**config.mk**
```make
export PLATFORM = sky130hd
export DESIGN_NAME = br_resolve_unit
export DESIGN_NICKNAME = d
export VERILOG_FILES = /design/src/rtl/br_resolve_unit.sv
export SDC_FILE = /design/constraint.sdc
export NUM_CORES = 1
export LEC_CHECK = 0
export BUFFER_PORTS_ARGS = -buffer_cell sky130_fd_sc_hd__buf_4
export CAP_MARGIN = 0
export CORE_ASPECT_RATIO = 1.1
export CORE_MARGIN = 2
export CORE_UTILIZATION = 35
export DETAILED_ROUTE_END_ITERATION = 10
export GPL_ROUTABILITY_DRIVEN = 0
export GPL_TIMING_DRIVEN = 0
export PLACE_DENSITY_LB_ADDON = 0.1
export SLEW_MARGIN = 30
export SYNTH_ARGS = -nofsm -noshare
export SYNTH_HDL_FRONTEND = slang
export SYNTH_SLANG_ARGS = --single-unit
```
**constraint.sdc**
```tcl
create_clock -name Clk -period 4.8 [get_ports Clk]
set_input_delay 0 -clock Clk [delete_from_list [all_inputs] [get_ports Clk]]
set_output_delay 0 -clock Clk [all_outputs]
set_load 0.005 [all_outputs]
```
**src/rtl/br_resolve_unit.sv**
```systemverilog
// LC-3 BR resolver: latches CC flags and IR at Start, then produces BEN, the branch target and LD_PC/Done pulses.
// Optional BR_STATS_EN macro adds saturating taken / not-taken counters.
module br_resolve_unit #(
    parameter int          ADDR_W    = 16,
    parameter int          OFFS_W    = 9,
    parameter logic [3:0]  BR_OPCODE = 4'b0000
) (
    input  logic              Clk,
    input  logic              Reset,
    input  logic              Start,
    input  logic [15:0]       IR,
    input  logic [ADDR_W-1:0] PC,
    input  logic              Nin,
    input  logic              Zin,
    input  logic              Pin,
    output logic              Busy,
    output logic              BEN,
    output logic              LD_PC,
    output logic [ADDR_W-1:0] PC_target,
    output logic              Done
`ifdef BR_STATS_EN
    ,
    output logic [15:0]       Taken_Cnt,
    output logic [15:0]       NotTaken_Cnt
`endif
);

    typedef enum logic [1:0] {
        IDLE = 2'd0,
        EVAL = 2'd1,
        LOAD = 2'd2,
        DONE = 2'd3
    } state_t;

    state_t state;

    logic        [3:0]        op_p0;
    logic        [2:0]        nzp_p0;
    logic signed [OFFS_W-1:0] off_p0;
    logic        [ADDR_W-1:0] pc_p0;
    logic        [2:0]        cc_p0;

    logic                     ben_c;
    logic        [ADDR_W-1:0] target_c;

    function automatic logic signed [ADDR_W-1:0] sext_off(input logic signed [OFFS_W-1:0] off);
        logic signed [ADDR_W-1:0] ext;
        ext = {{(ADDR_W-OFFS_W){off[OFFS_W-1]}}, off};
        return ext;
    endfunction

    function automatic logic [15:0] sat_inc(input logic [15:0] cnt);
        return (cnt == 16'hFFFF) ? cnt : cnt + 16'd1;
    endfunction

    // Stage p0: operand capture on an accepted Start; later IR/CC changes are invisible
    always_ff @(posedge Clk) begin
        if (state == IDLE && Start) begin
            op_p0  <= IR[15:12];
            nzp_p0 <= IR[11:9];
            off_p0 <= IR[OFFS_W-1:0];
            pc_p0  <= PC;
            cc_p0  <= {Nin, Zin, Pin};
        end
    end

    // Wrap-around of the target is intentional: the address space is modular
    always_comb begin
        ben_c    = (op_p0 == BR_OPCODE) && |(nzp_p0 & cc_p0);
        target_c = pc_p0 + $unsigned(sext_off(off_p0));
    end

    always_ff @(posedge Clk) begin
        if (Reset) begin
            state     <= IDLE;
            Busy      <= 1'b0;
            BEN       <= 1'b0;
            LD_PC     <= 1'b0;
            Done      <= 1'b0;
            PC_target <= '0;
        end else begin
            LD_PC <= 1'b0;
            Done  <= 1'b0;
            case (state)
                IDLE: begin
                    if (Start) begin
                        state <= EVAL;
                        Busy  <= 1'b1;
                    end
                end
                EVAL: begin
                    BEN       <= ben_c;
                    PC_target <= target_c;
                    if (ben_c) begin
                        state <= LOAD;
                        LD_PC <= 1'b1;
                    end else begin
                        state <= DONE;
                        Done  <= 1'b1;
                    end
                end
                LOAD: begin
                    state <= DONE;
                    Done  <= 1'b1;
                end
                DONE: begin
                    state <= IDLE;
                    Busy  <= 1'b0;
                end
                default: begin
                    state <= IDLE;
                    Busy  <= 1'b0;
                end
            endcase
        end
    end

`ifdef BR_STATS_EN
    // BEN is already final while in DONE, so it selects which counter advances
    always_ff @(posedge Clk) begin
        if (Reset) begin
            Taken_Cnt    <= '0;
            NotTaken_Cnt <= '0;
        end else if (state == DONE) begin
            if (BEN) Taken_Cnt    <= sat_inc(Taken_Cnt);
            else     NotTaken_Cnt <= sat_inc(NotTaken_Cnt);
        end
    end
`endif

endmodule

```
; ---- Word-level counts from Yosys, hierarchy flattened
; Index checks and enable logic that the tools add are counted.
[word_totals]
regBits = 57
input_bits = 38
[op_classes]
n_addsub = 1
n_eq_ne = 4
muxes = 8
bitwise_logic = 2
n_reduce_logical = 8
[op_table]
columns = cell, n
row1 = 16-bit adder, 1
row2 = 2-bit case mux with 4 select lines, 1
row3 = "2-bit == test, second input constant", 2
row4 = 4-bit logical NOT, 1
row5 = 1-bit 2-to-1 mux, 4
row6 = 1-bit case mux with 2 select lines, 2
row7 = 3-bit bitwise AND, 1
row8 = 3-bit OR reduction, 1
row9 = "2-bit by 1-bit == test with 1-bit output, second input constant", 1
row10 = 1-bit logical AND, 2
row11 = 2-bit logical NOT, 1
row12 = 2-bit 2-to-1 mux, 1
row13 = "2-bit inequality test, second input constant", 1
row14 = 2-bit AND reduction, 1
row15 = 2-bit nonzero test, 1
row16 = 2-bit OR reduction, 1
row17 = 1-bit inverter, 1

; ---- Longest topological paths before layout
[logic_depth]
word_depth = 5
mapped_depth = 8

; ---- Worst setup path before layout
; No wires, ideal clock.
[synth_path]
path_kind = reg2reg
from = register off_p0[0]
to = register PC_target[12]
setup_ps = 148
arrival_time_ps = 1894
required_ps = 4652
slack_ps = 2758
stages_incl_launch_ff = 9
cell_sequence = edfxtp_1 > ha_1 > fa_1 > a21oi_1 > o21ai_0 > o21ai_1 > a31o_2 > xor2_1 > a211oi_1
[synth_between]
elab_chain_len = 1
[synth_lines]
columns = element, line_no
row1 = start: declaration, 39  ; logic signed [OFFS_W-1:0] off_p0;
row2 = start signal: assignment, 61  ; off_p0 <= IR[OFFS_W-1:0];
row3 = 16-bit adder, 70  ; target_c = pc_p0 + $unsigned(sext_off(off_p0));
row4 = end signal: assignment, 93  ; PC_target <= target_c;
row5 = end: declaration, 19  ; output logic [ADDR_W-1:0] PC_target,
; No other way between the ends.
; A chain may end at the register's enable or synchronous reset.

; ---- Final worst setup path
; Same ends and word-level chain as after synthesis.

==> flow_summary.json <==
{
  "cts_sinks": 57,
  "min_path_type": "in2reg",
  "path_class": "reg2reg",
  "placed_area_um2": 3180,
  "chipWidth_um": 86.5,
  "max_freq_mhz": 423,
  "worst_pin_slew_ns": 0.587,
  "synth_nets": 276,
  "h-tree-depth": 3,
  "fin_setup_tns_ns": 0,
  "totalWireLength_mm": 5.06,
  "ios": 58,
  "async_reset_ff_frac": 0,
  "fin_crit_sh": 0.492,
  "synth_cell_type_count": 47,
  "coreArea_um2": 7350,
  "grt_overflow_total": 0,
  "antenna_cells": 0,
  "rsz0062_at_grt": "false",
  "synth.most_common_cell": "edfxtp_1",
  "grt.total_usage": 0.133,
  "grt_pass1_wl_mm": 8.14,
  "drt-initial-drc-count": 58,
  "vias": 1908,
  "grt_pass1_vias": 1825,
  "antenna_found_initial": 0,
  "clock_skew_ns": 0.00756,
  "synth_cells": 218,
  "tritoncts": "yes",
  "status": "complete, no violations",
  "p_leak_nw": 1.52,
  "die-height_um": 94.7,
  "start_util": 0.356,
  "clock_latency_ns": 0.33,
  "arrival_ns": 2.54,
  "syn_area_per_cell_um2": 12.0,
  "clock-root-buffer": "clkbuf_8",
  "path_cells": "ha_1 > fa_1 > a21oi_1 > o21ai_0 > o21ai_1 > a31o_2 > xor2_1 > a211oi_1",
  "postCtsSetupRepairBufs": 0,
  "grt_max_degree": 31,
  "relSlewSlack": 0.609,
  "post-place-ws_ns": 2.40,
  "final_area_um2": 3760,
  "slowest_delay_ns": 0.42,
  "drc": 0,
  "dr.pass1.iters": 4,
  "period_needed_ns": 2.36,
  "critical_path_required_ns": 4.98,
  "ys.flop_type": "edfxtp_1",
  "synth_edf_count": 35,
  "clk_path_buf_depth": 2,
  "endpoint_kind": "flop",
  "synth_top_cells_by_count": "edfxtp_1, dfxtp_1, nor2_1",
  "num_rows": 33,
  "ir_drop_mv": 0.217,
  "seq_area_frac_synth": 0.570,
  "ys_ff_latch": 57,
  "max_cap_viol_count": 0,
  "synth_area_leaders": "edfxtp_1, dfxtp_1, ha_1",
  "vias_per_cell": 4.60,
  "portBuffers": 57,
  "power.density_nw_per_um2": 551,
  "hold_viol": 0,
  "cp_max_fo": 4,
  "dp_hpwl_mm": 3.65,
  "nNetsFinal": 381,
  "yosysWarnings": 0,
  "cpMaxStageDelayCell": "fa_1",
  "syn2layout_area_growth_pct": 43.6,
  "clk_pin_slew_ns": 0.06,
  "die-area_um2": 8190,
  "slew_violations": 0,
  "netlist_area_um2": 2620,
  "numCtsBuffers": 9,
  "final_antenna_net_count": 0,
  "drive_gt1_frac": 0.262,
  "yosysTopAreaCell": "edfxtp_1",
  "synth_top_area_frac": 0.402,
  "setup_viol": 0,
  "finish.utilization": 0.511,
  "start_kind": "flop",
  "wire_per_inst_um": 12.2,
  "fin_ws_ns": 2.44
}
logic make-up (layout without fill, tap and decap cells):
group           count (synthesis)  in the layout  share of synthesized area
flops                          57             57                      0.570
simple gates                   55             55                     0.0999
compound gates                 50             50                      0.134
fa+ha+maj                      20             20                     0.0985
buf+inv                        16            126                     0.0277
xor+xnor                       13             13                     0.0435
mux                             7              7                     0.0268
what timing repair did:
| action | CTS | global route |
|---|---|---|
| resized for setup | 0 | 0 |
| hold buffers | 36 | 0 |
| hold endpoints to repair | 37 | 0 |
final timing paths:
| path | startpoint | end | slack, ns | cells after the start |
|---|---|---|---|---|
| setup / recovery | off_p0[0] | PC_target[12] | 2.44 | 8 |
| hold / removal | Start | state[1] | 0.11 | 4 |
| setup reg to reg | off_p0[0] | PC_target[12] | 2.44 | 8 |
| hold reg to reg | PC_target[13] | PC_target[13] | 0.45 | 2 |
sequential cells by signal, indices dropped and copies added (netlist names):
register,flops
off_p0,9
nzp_p0,3
BEN,1
op_p0,4
state,2
PC_target,16
LD_PC,1
cc_p0,3
Done,1
pc_p0,16
Busy,1
cell type report:
| class | count | area [µm²] |
|---|---|---|
| flip-flops and latches | 57 | 1490 |
| plain buffers | 5 | 31.3 |
| fillers | 660 | 3590 |
| clock buffers | 16 | 223 |
| repair buffers | 94 | 808 |
| inverters | 11 | 41.3 |
| multi-input cells | 145 | 1050 |
| well taps | 87 | 109 |
metal layers:
metal  wire (µm)  share of wire  track usage
met4          92          0.018       0.0625
met1        2360           0.47        0.165
met2        2370           0.47        0.206
met3         231          0.046       0.0472
met5           0              0            0
worst max-delay path, delay by kind of cell (launching register included):
kind,cells,cell delay [ns]
compound gates,5,1.03
flops,1,0.36
xor+xnor,1,0.16
fa+ha+maj,2,0.67
report_power, final:
part / internal, mW / switching (mW) / total [mW] / leakage (nW)
combinational: 0.395 / 0.443 / 0.838 / 0.898
sequential: 0.688 / 0.0685 / 0.756 / 0.512
clock: 0.294 / 0.182 / 0.476 / 0.113
cells in the final DEF, fill, tap and decap left out, drive strengths merged, types with 2 or more instances in the layout:
cell type	instances
ha	19
o21bai	2
dfxtp	22
nor2	21
a31oi	3
inv	11
xnor2	9
nand2	19
clkbuf	19
nand3	4
edfxtp	35
o311ai	2
a211oi	4
buf	60
or3	2
xor2	4
a21oi	16
mux2i	7
nand2b	3
dlygate4sd3	36
o21ai	13
through the flow:
step                      hold slack (ns)  instances  total power [mW]
after global placement              0.178        362              1.57
final                               0.105        415              2.07
after global routing                0.117        415              2.22
after CTS                          0.0939        415              2.10
after detailed placement            0.179        363              1.59
after floorplan                    0.0989        218              1.32
(Power assumes the default switching activity.)
